### config.mk
export PLATFORM = sky130hd
export DESIGN_NAME = grey_to_rgb
export DESIGN_NICKNAME = d
export VERILOG_FILES = /design/src/rtl/grey_to_rgb.sv
export SDC_FILE = /design/constraint.sdc
export NUM_CORES = 1
export LEC_CHECK = 0
export ABC_AREA = 1
export CAP_MARGIN = 20
export CORE_MARGIN = 2
export CORE_UTILIZATION = 40
export CTS_BUF_LIST = sky130_fd_sc_hd__clkbuf_8 sky130_fd_sc_hd__clkbuf_16
export DETAILED_ROUTE_END_ITERATION = 8
export GPL_TIMING_DRIVEN = 1
export SETUP_SLACK_MARGIN = 0.1
export SYNTH_ARGS = -nofsm -noshare
export SYNTH_HDL_FRONTEND = slang
export SYNTH_SLANG_ARGS = --single-unit
### constraint.sdc
create_clock -name clk -period 1 [get_ports clk]
set_input_delay 0.15 -clock clk [delete_from_list [all_inputs] [get_ports clk]]
set_output_delay 0.15 -clock clk [all_outputs]
set_load 0.01 [all_outputs]
### src/rtl/grey_to_rgb.sv
`default_nettype none
// ============================================================================
// grey_to_rgb : expands grey pixels to RGB by channel replication or through
//               a 16-entry programmable false-colour palette.
// Revision    : 1.0
// ============================================================================
module grey_to_rgb #(
    parameter int GREY_W = 4,
    parameter int CH_W   = 4
) (
    input  logic                 clk,
    input  logic                 rst_n,
    input  logic [GREY_W-1:0]    pixel_in,
    input  logic                 in_valid,
    output logic                 in_ready,
    output logic [3*CH_W-1:0]    pixel_out,
    output logic                 out_valid,
    input  logic                 out_ready,
    input  logic                 pal_mode,
    input  logic                 pal_we,
    input  logic [GREY_W-1:0]    pal_addr,
    input  logic [3*CH_W-1:0]    pal_data
);

    localparam int c_pal_depth = 2**GREY_W;
    localparam int c_pix_w     = 3*CH_W;

    // Channel bit j (from the MSB) takes grey bit (j mod GREY_W) from the MSB:
    // copies on equal widths, replicates MSBs when widening, truncates LSBs
    // when narrowing.
    function automatic logic [CH_W-1:0] scale_grey(input logic [GREY_W-1:0] g);
        logic [CH_W-1:0] s;
        s = '0;
        for (int j = 0; j < CH_W; j++) begin
            s[CH_W-1-j] = g[GREY_W-1-(j % GREY_W)];
        end
        return s;
    endfunction

    logic [c_pix_w-1:0] pal_q [c_pal_depth];
    logic [c_pix_w-1:0] pal_d [c_pal_depth];

    logic               out_valid_q;
    logic               out_valid_d;
    logic [c_pix_w-1:0] pixel_out_q;
    logic [c_pix_w-1:0] pixel_out_d;

    logic               w_accept;
    logic [CH_W-1:0]    w_chan;
    logic [c_pix_w-1:0] w_conv;

    assign in_ready  = !out_valid_q || out_ready;
    assign w_accept  = in_valid && in_ready;
    assign out_valid = out_valid_q;
    assign pixel_out = pixel_out_q;

    always_comb begin
        for (int i = 0; i < c_pal_depth; i++) begin
            pal_d[i] = pal_q[i];
            if (pal_we && (pal_addr == GREY_W'(i))) begin
                pal_d[i] = pal_data;
            end
        end
    end

    always_ff @(posedge clk or negedge rst_n) begin
        if (!rst_n) begin
            for (int i = 0; i < c_pal_depth; i++) begin
                pal_q[i] <= {3{CH_W'(i)}};
            end
        end else begin
            for (int i = 0; i < c_pal_depth; i++) begin
                pal_q[i] <= pal_d[i];
            end
        end
    end

    // Lookup reads the registered palette, so a same-cycle write is not seen.
    always_comb begin
        w_chan      = scale_grey(pixel_in);
        w_conv      = pal_mode ? pal_q[pixel_in] : {3{w_chan}};
        out_valid_d = out_valid_q;
        pixel_out_d = pixel_out_q;
        if (w_accept) begin
            out_valid_d = 1'b1;
            pixel_out_d = w_conv;
        end else if (out_ready) begin
            out_valid_d = 1'b0;
        end
    end

    always_ff @(posedge clk or negedge rst_n) begin
        if (!rst_n) begin
            out_valid_q <= 1'b0;
            pixel_out_q <= '0;
        end else begin
            out_valid_q <= out_valid_d;
            pixel_out_q <= pixel_out_d;
        end
    end

endmodule
`default_nettype wire

==> run summary, run 1 <==
Maximum vdd ir drop: 1.076 mV
Largest net degree at the start of global routing: 40
Maximum clock rate: 787.8 MHz
Normalized max-slew margin: 0.7766
CP max FO: 2
Die area: 26190 um^2
Worst Hold Class: primary input to async pin
Antenna violations before repair: 0
Sequential power share: 0.454
Maximum level of the CTS H-tree: 1
RR Startpoint: pal_q[56]
Multi-input logic area: 4304 um^2
CP arrival: 1720 ps
CP Launch Type: flip-flop
Row cnt: 57
Starting density of the core: 0.4085
Post-synthesis sequential area ratio: 0.5269
WP buf/inv: 1
Psw: 0.007411 W
Max Clock Skew: 14.20 ps
Worst skew pair latency: 520 ps
Min cycle time layout: 1269 ps
Violation count after the first detailed-route iteration: 617
CTS buffer count: 23
Synthesized cell area: 9963 um^2
Layout cell share with drive strength beyond 1: 0.3083
Post-Synthesis Cells: 1320
Critical Path Sink Type: flip-flop
Req. time, crit path: 1450 ps
Sw Ratio: 0.2929
Crit-path max cell delay: 510 ps
Fin util: 0.5520
# diodes: 0
Vias in the first global route: 8452
Final number of setup-violating endpoints: 26
Syn nets: 1346
Vias after detailed routing: 8901
IO Count: 40
Routed Antenna Nets: 0
Status: finished with violations
Sequential Area: 5250 um^2
Hold Slack: 86.62 ps
Clk buf depth: 3
Synth warnings: 0
Worst Setup SP: pal_q[56]
Filler cells: 2261
Clk pin slew, worst setup/hold paths: 60 ps
Routed WL: 29.39 mm
Root Driver: clkbuf_16
DR vias/cell: 4.973
CP max-delay cell: dfstp_2
Slew @ Worst Pin: 333.8 ps
RSZ-0062 raised after global routing: yes
Core area: 24390 um^2
First-pass iteration count of the detailed router: 5
Final slew viol count: 0
Yosys reg bits: 205
CTS tree: done
Failing checks: negative setup slack
Die height: 161.8 um
Leakage: 6.460 nW
Syn Area/Cell: 7.548 um^2
Synth cell types: 16
Commonest non-fill, non-tap cell in the layout: nand2_1
Internal Power: 0.01789 W
Final Net Count: 1475
Placed cell count: 1733
Die W: 161.8 um
First-pass GRT wire length: 46.79 mm
Max-cap check violation count: 0
Placer Congestion: 0.8294
Drt drc: 0
Crit path kind: flip-flop to flip-flop
Layout area overhead: 35.12%
Power share of the clock group: 0.322
Overflow after GRT: 0
Final count of hold timing violations: 0
Post-layout worst setup margin: -269.4 ps
Comb power frac: 0.224
Commonest cells after routing, fill and taps aside: nand2_1, inv_1, o21ai_0
Cell breakdown of the critical path: inv_1 > nand2_1 > nand3_1 > nand3_2 > nand3_2 > nand2_4 > nand2_4 > a21oi_2
Avg WL per Cell: 16.42 um
CTS sink count: 205
Cell family with most CP delay: flip-flops
Gr usage total: 0.2261
PD cells: 1879 nW/um^2
PortBufs: 39
Final period util: 1.269
Non-filler instance count after layout: 1790
Placed wire-length estimate: 19.60 mm
## worst reg2reg max path, cell delays in order (launching register included)
cell	delay, ps
dfstp_2	510
inv_1	40
nand2_1	50
nand3_1	90
nand3_2	110
nand3_2	90
nand2_4	110
nand2_4	70
a21oi_2	130
## state kept, by name (all words and copies together) (netlist names)
name and cells:
pal_q 192, out_valid 1, pixel_out 12
## timing repair
action | in CTS | in global routing
hold buffers | 1 | 0
gates cloned | 2 | 2
gates resized for setup | 155 | 54
endpoints found under the setup margin | 218 | 101
buffers inserted | 6 | 4
hold endpoints to repair | 165 | 0
pin swaps | 50 | 50
## per-stage QoR
step / power [W] / setup WS, ps / setup TNS, ps / area (um^2)
3_5_place_dp: 0.01678 / -810.5 / -139040 / 12080
4_1_cts: 0.02526 / -252.3 / -5635 / 13230
3_3_place_gp: 0.01662 / -773.9 / -135490 / 12080
6_report: 0.02530 / -269.4 / -5506 / 13460
5_1_grt: 0.02680 / -331.7 / -6867 / 13460
2_1_floorplan: 0.01445 / -90.88 / -3228 / 10350
## power by group through the flow
stage	registers (W)	clock network (W)	logic, W
4_1_cts	0.0115	0.00832	0.00548
6_report	0.0115	0.00814	0.00568
2_1_floorplan	0.0114	0	0.00307
3_3_place_gp	0.0115	0	0.00511
5_1_grt	0.0117	0.00868	0.00643
3_5_place_dp	0.0116	0	0.00523
## layout make-up
| cell class | count | share of cell area |
|---|---|---|
| clock inverters | 15 | 0.007063 |
| flip-flops and latches | 205 | 0.3900 |
| well taps | 324 | 0.03011 |
| repair buffers | 190 | 0.1564 |
| inverters | 176 | 0.04991 |
| clock buffers | 27 | 0.04684 |
| multi-input cells | 853 | 0.3197 |
## layer usage
metal | vias up | global-route usage | part of all wire | wire length [um]
met5 | - | 0 | 0 | 0
met1 | 4274 | 0.3342 | 0.48 | 14030
li1 | 4360 | - | - | -
met3 | 39 | 0.02937 | 0.051 | 1490
met2 | 228 | 0.3542 | 0.45 | 13320
met4 | 0 | 0.05471 | 0.018 | 539
## synthesized netlist by cell type
master	n	share of area
nand3_1	150	0.075
dfstp_2	96	0.25
nand2_1	452	0.17
dfrtp_1	109	0.27
buf_2	20	0.010
nor3_2	2	0.0020
nand4_1	1	0.00063
buf_1	4	0.0015
inv_1	174	0.066
nor2_1	44	0.017
clkbuf_1	51	0.019
inv_2	2	0.00075
buf_4	10	0.0075
o21ai_0	192	0.096
a21oi_1	12	0.0060
buf_6	1	0.0011
## path summary, 6_finish.rpt
check	end	slack, ps	cells after the start
worst min-delay path	pal_q[92]	90	2
worst max register to register	pixel_out[8]	-270	8
worst min register to register	pal_q[142]	470	2
worst max-delay path	pixel_out[8]	-270	8
max in group asynchronous	pal_q[109]	350	3
min in group clk	pal_q[142]	150	5
## kinds of logic (layout without fill, tap and decap cells)
family                 after synthesis  after routing  share of synthesized area
AOI/OAI and AO/OA                  204            204                     0.1025
DFF                                205            205                     0.5269
buffers and inverters              262            408                     0.1057
and+or+nand+nor                    649            649                     0.2649
(Power assumes the default switching activity.)
==> run 2: changes to the inputs <==
- CORE_ASPECT_RATIO: default -> 1.1
- CORE_MARGIN: 2 -> 10
==> run 2 against run 1 <==
Net effect: the flow still finishes with violations (negative setup slack); worst setup slack improved by 14 ps; power increased by 0.19%; hold slack improved by 1.9 ps; critical path depth unchanged; flip-flop and latch count unchanged; non-clock buffer count increased by 11; fmax increased by 1.1%; sequential share of layout area decreased by 0.77 points.
==> run summary, run 2 (synthesized netlist as in run 1, its figures left out) <==
Psw: 0.007460 W
R2r worst-path depth: 8
Commonest non-fill, non-tap cell in the layout: nand2_1
Req. time, crit path: 1450 ps
Maximum level of the CTS H-tree: 1
# diodes: 0
Die W: 170.5 um
Drt drc: 0
CP max-delay cell: dfstp_2
Reg2Reg Setup Slack: -260 ps
Sequential power share: 0.452
Top Metal Used: met4
PD cells: 1846 nW/um^2
Filler cells: 2231
Overflow after GRT: 0
Normalized max-slew margin: 0.6926
Worst skew pair latency: 520 ps
Starting density of the core: 0.4071
RR Startpoint: pal_q[80]
Power share of the clock group: 0.321
Reg2reg end: pixel_out[8]
Most used cell, CP: nand3_2
Avg WL per Cell: 16.93 um
Max-cap check violation count: 0
Leakage: 6.610 nW
M1 wire length: 13.44 mm
Met2 Wirelength: 13.98 mm
Die height: 185.5 um
Failing checks: negative setup slack
Min cycle time layout: 1256 ps
Non-filler instance count after layout: 1787
CP Launch Type: flip-flop
Clk pin slew, worst setup/hold paths: 60 ps
CP arrival: 1710 ps
CP max FO: 2
Root Driver: clkbuf_16
Routed WL: 30.26 mm
Multi-input logic area: 4418 um^2
Placed wire-length estimate: 19.59 mm
Gr usage total: 0.1892
Row cnt: 60
Routed Antenna Nets: 0
Layout area overhead: 37.86%
Maximum vdd ir drop: 1.076 mV
Largest net degree at the start of global routing: 49
Placed Instance Area: 12000 um^2
Critical Path Sink Type: flip-flop
Final period util: 1.256
Final instance area: 13740 um^2
Worst Hold Class: primary input to async pin
Placer Congestion: 0.9070
Placed cell count: 1716
Status: finished with violations
Fin util: 0.5612
Die area: 31630 um^2
Internal Power: 0.01789 W
Violation count after the first detailed-route iteration: 655
Clk buf depth: 3
DR vias/cell: 5.019
Max Clock Skew: 19.39 ps
Vias after detailed routing: 8969
First-pass GRT wire length: 47.48 mm
IO Count: 40
Final Net Count: 1486
Final slew viol count: 0
Core area: 24470 um^2
CTS buffer count: 23
Sw Ratio: 0.2943
Comb power frac: 0.227
Setup Total Neg Slack: -5413 ps
Final count of hold timing violations: 0
Met3 Wirelength: 1.738 mm
Vias in the first global route: 8764
Post-layout worst setup margin: -255.9 ps
CTS tree: done
WP buf/inv: 1
PortBufs: 39
Commonest cells after routing, fill and taps aside: nand2_1, inv_1, o21ai_0
Sequential Area: 5250 um^2
Cell family with most CP delay: flip-flops
First-pass iteration count of the detailed router: 6
Crit-path max cell delay: 530 ps
Most flops, register: pal_q
Final number of setup-violating endpoints: 26
Crit path kind: flip-flop to flip-flop
Slew @ Worst Pin: 460.6 ps
Worst Setup SP: pal_q[80]
Maximum clock rate: 796.3 MHz
Max reg flops: 192
CTS sink count: 205
Antenna violations before repair: 0
Layout cell share with drive strength beyond 1: 0.3257
RSZ-0062 raised after global routing: yes
Cell breakdown of the critical path: inv_2 > nand2_1 > nand3_1 > nand3_2 > nand3_2 > nand2_4 > nand2_2 > a21oi_2
run 2: cell count changes in the layout (fill, tap and decap cells not counted), sizes merged:
cell / delta
bufinv: -1
clkbuf: +9
clkinv: -1
clkdlybuf4s15: -1
inv: -1
buf: +6
run 2: routing by layer:
layer | up-vias | GRT usage
met1 | 4270 | 0.2564
li1 | 4402 | -
met2 | 238 | 0.2991
met4 | 0 | 0.07128
met5 | - | 0
met3 | 59 | 0.02946
run 2: worst max path at each step:
| stage | cells after the start | endpoint | slack, ps |
|---|---|---|---|
| detailed placement | 7 | pal_q[136] | -750 |
| finish | 8 | pixel_out[8] | -260 |
| global placement | 7 | pal_q[116] | -740 |
| floorplan | 11 | pixel_out[4] | -90 |
| global route | 8 | pixel_out[7] | -340 |
| CTS | 8 | pixel_out[8] | -260 |
run 2: power groups by stage:
stage	Sequential [W]	Combinational, W	Clock (W)
floorplan	0.0114	0.00307	0
global placement	0.0115	0.00504	0
detailed placement	0.0115	0.00515	0
CTS	0.0114	0.00549	0.00829
global route	0.0117	0.00652	0.00865
finish	0.0115	0.00575	0.00814
run 2: layout make-up:
| class | instances | share of cell area |
|---|---|---|
| Clock buffer | 30 | 0.04892 |
| Clock inverter | 12 | 0.004099 |
| Inverter | 176 | 0.04892 |
| Multi-Input combinational cell | 853 | 0.3216 |
| Sequential cell | 205 | 0.3822 |
| Tap cell | 310 | 0.02824 |
| Timing Repair Buffer | 201 | 0.1660 |
run 2: what timing repair did:
action | in CTS | in global routing
setup buffers | 4 | 13
hold endpoints to repair | 124 | 0
endpoints found under the setup margin | 218 | 57
pin swaps | 89 | 33
cloned | 2 | 9
hold buffers | 1 | 0
resized for setup | 188 | 54
run 2: stage by stage:
step	setup slack (ps)	hold WS [ps]	total power [W]
final	-255.9	88.53	0.02535
after global routing	-337.0	112.8	0.02685
after CTS	-260.6	82.84	0.02522
after detailed placement	-748.3	59.05	0.01669
after global placement	-739.7	60.52	0.01652
after floorplan	-90.88	-145.6	0.01445
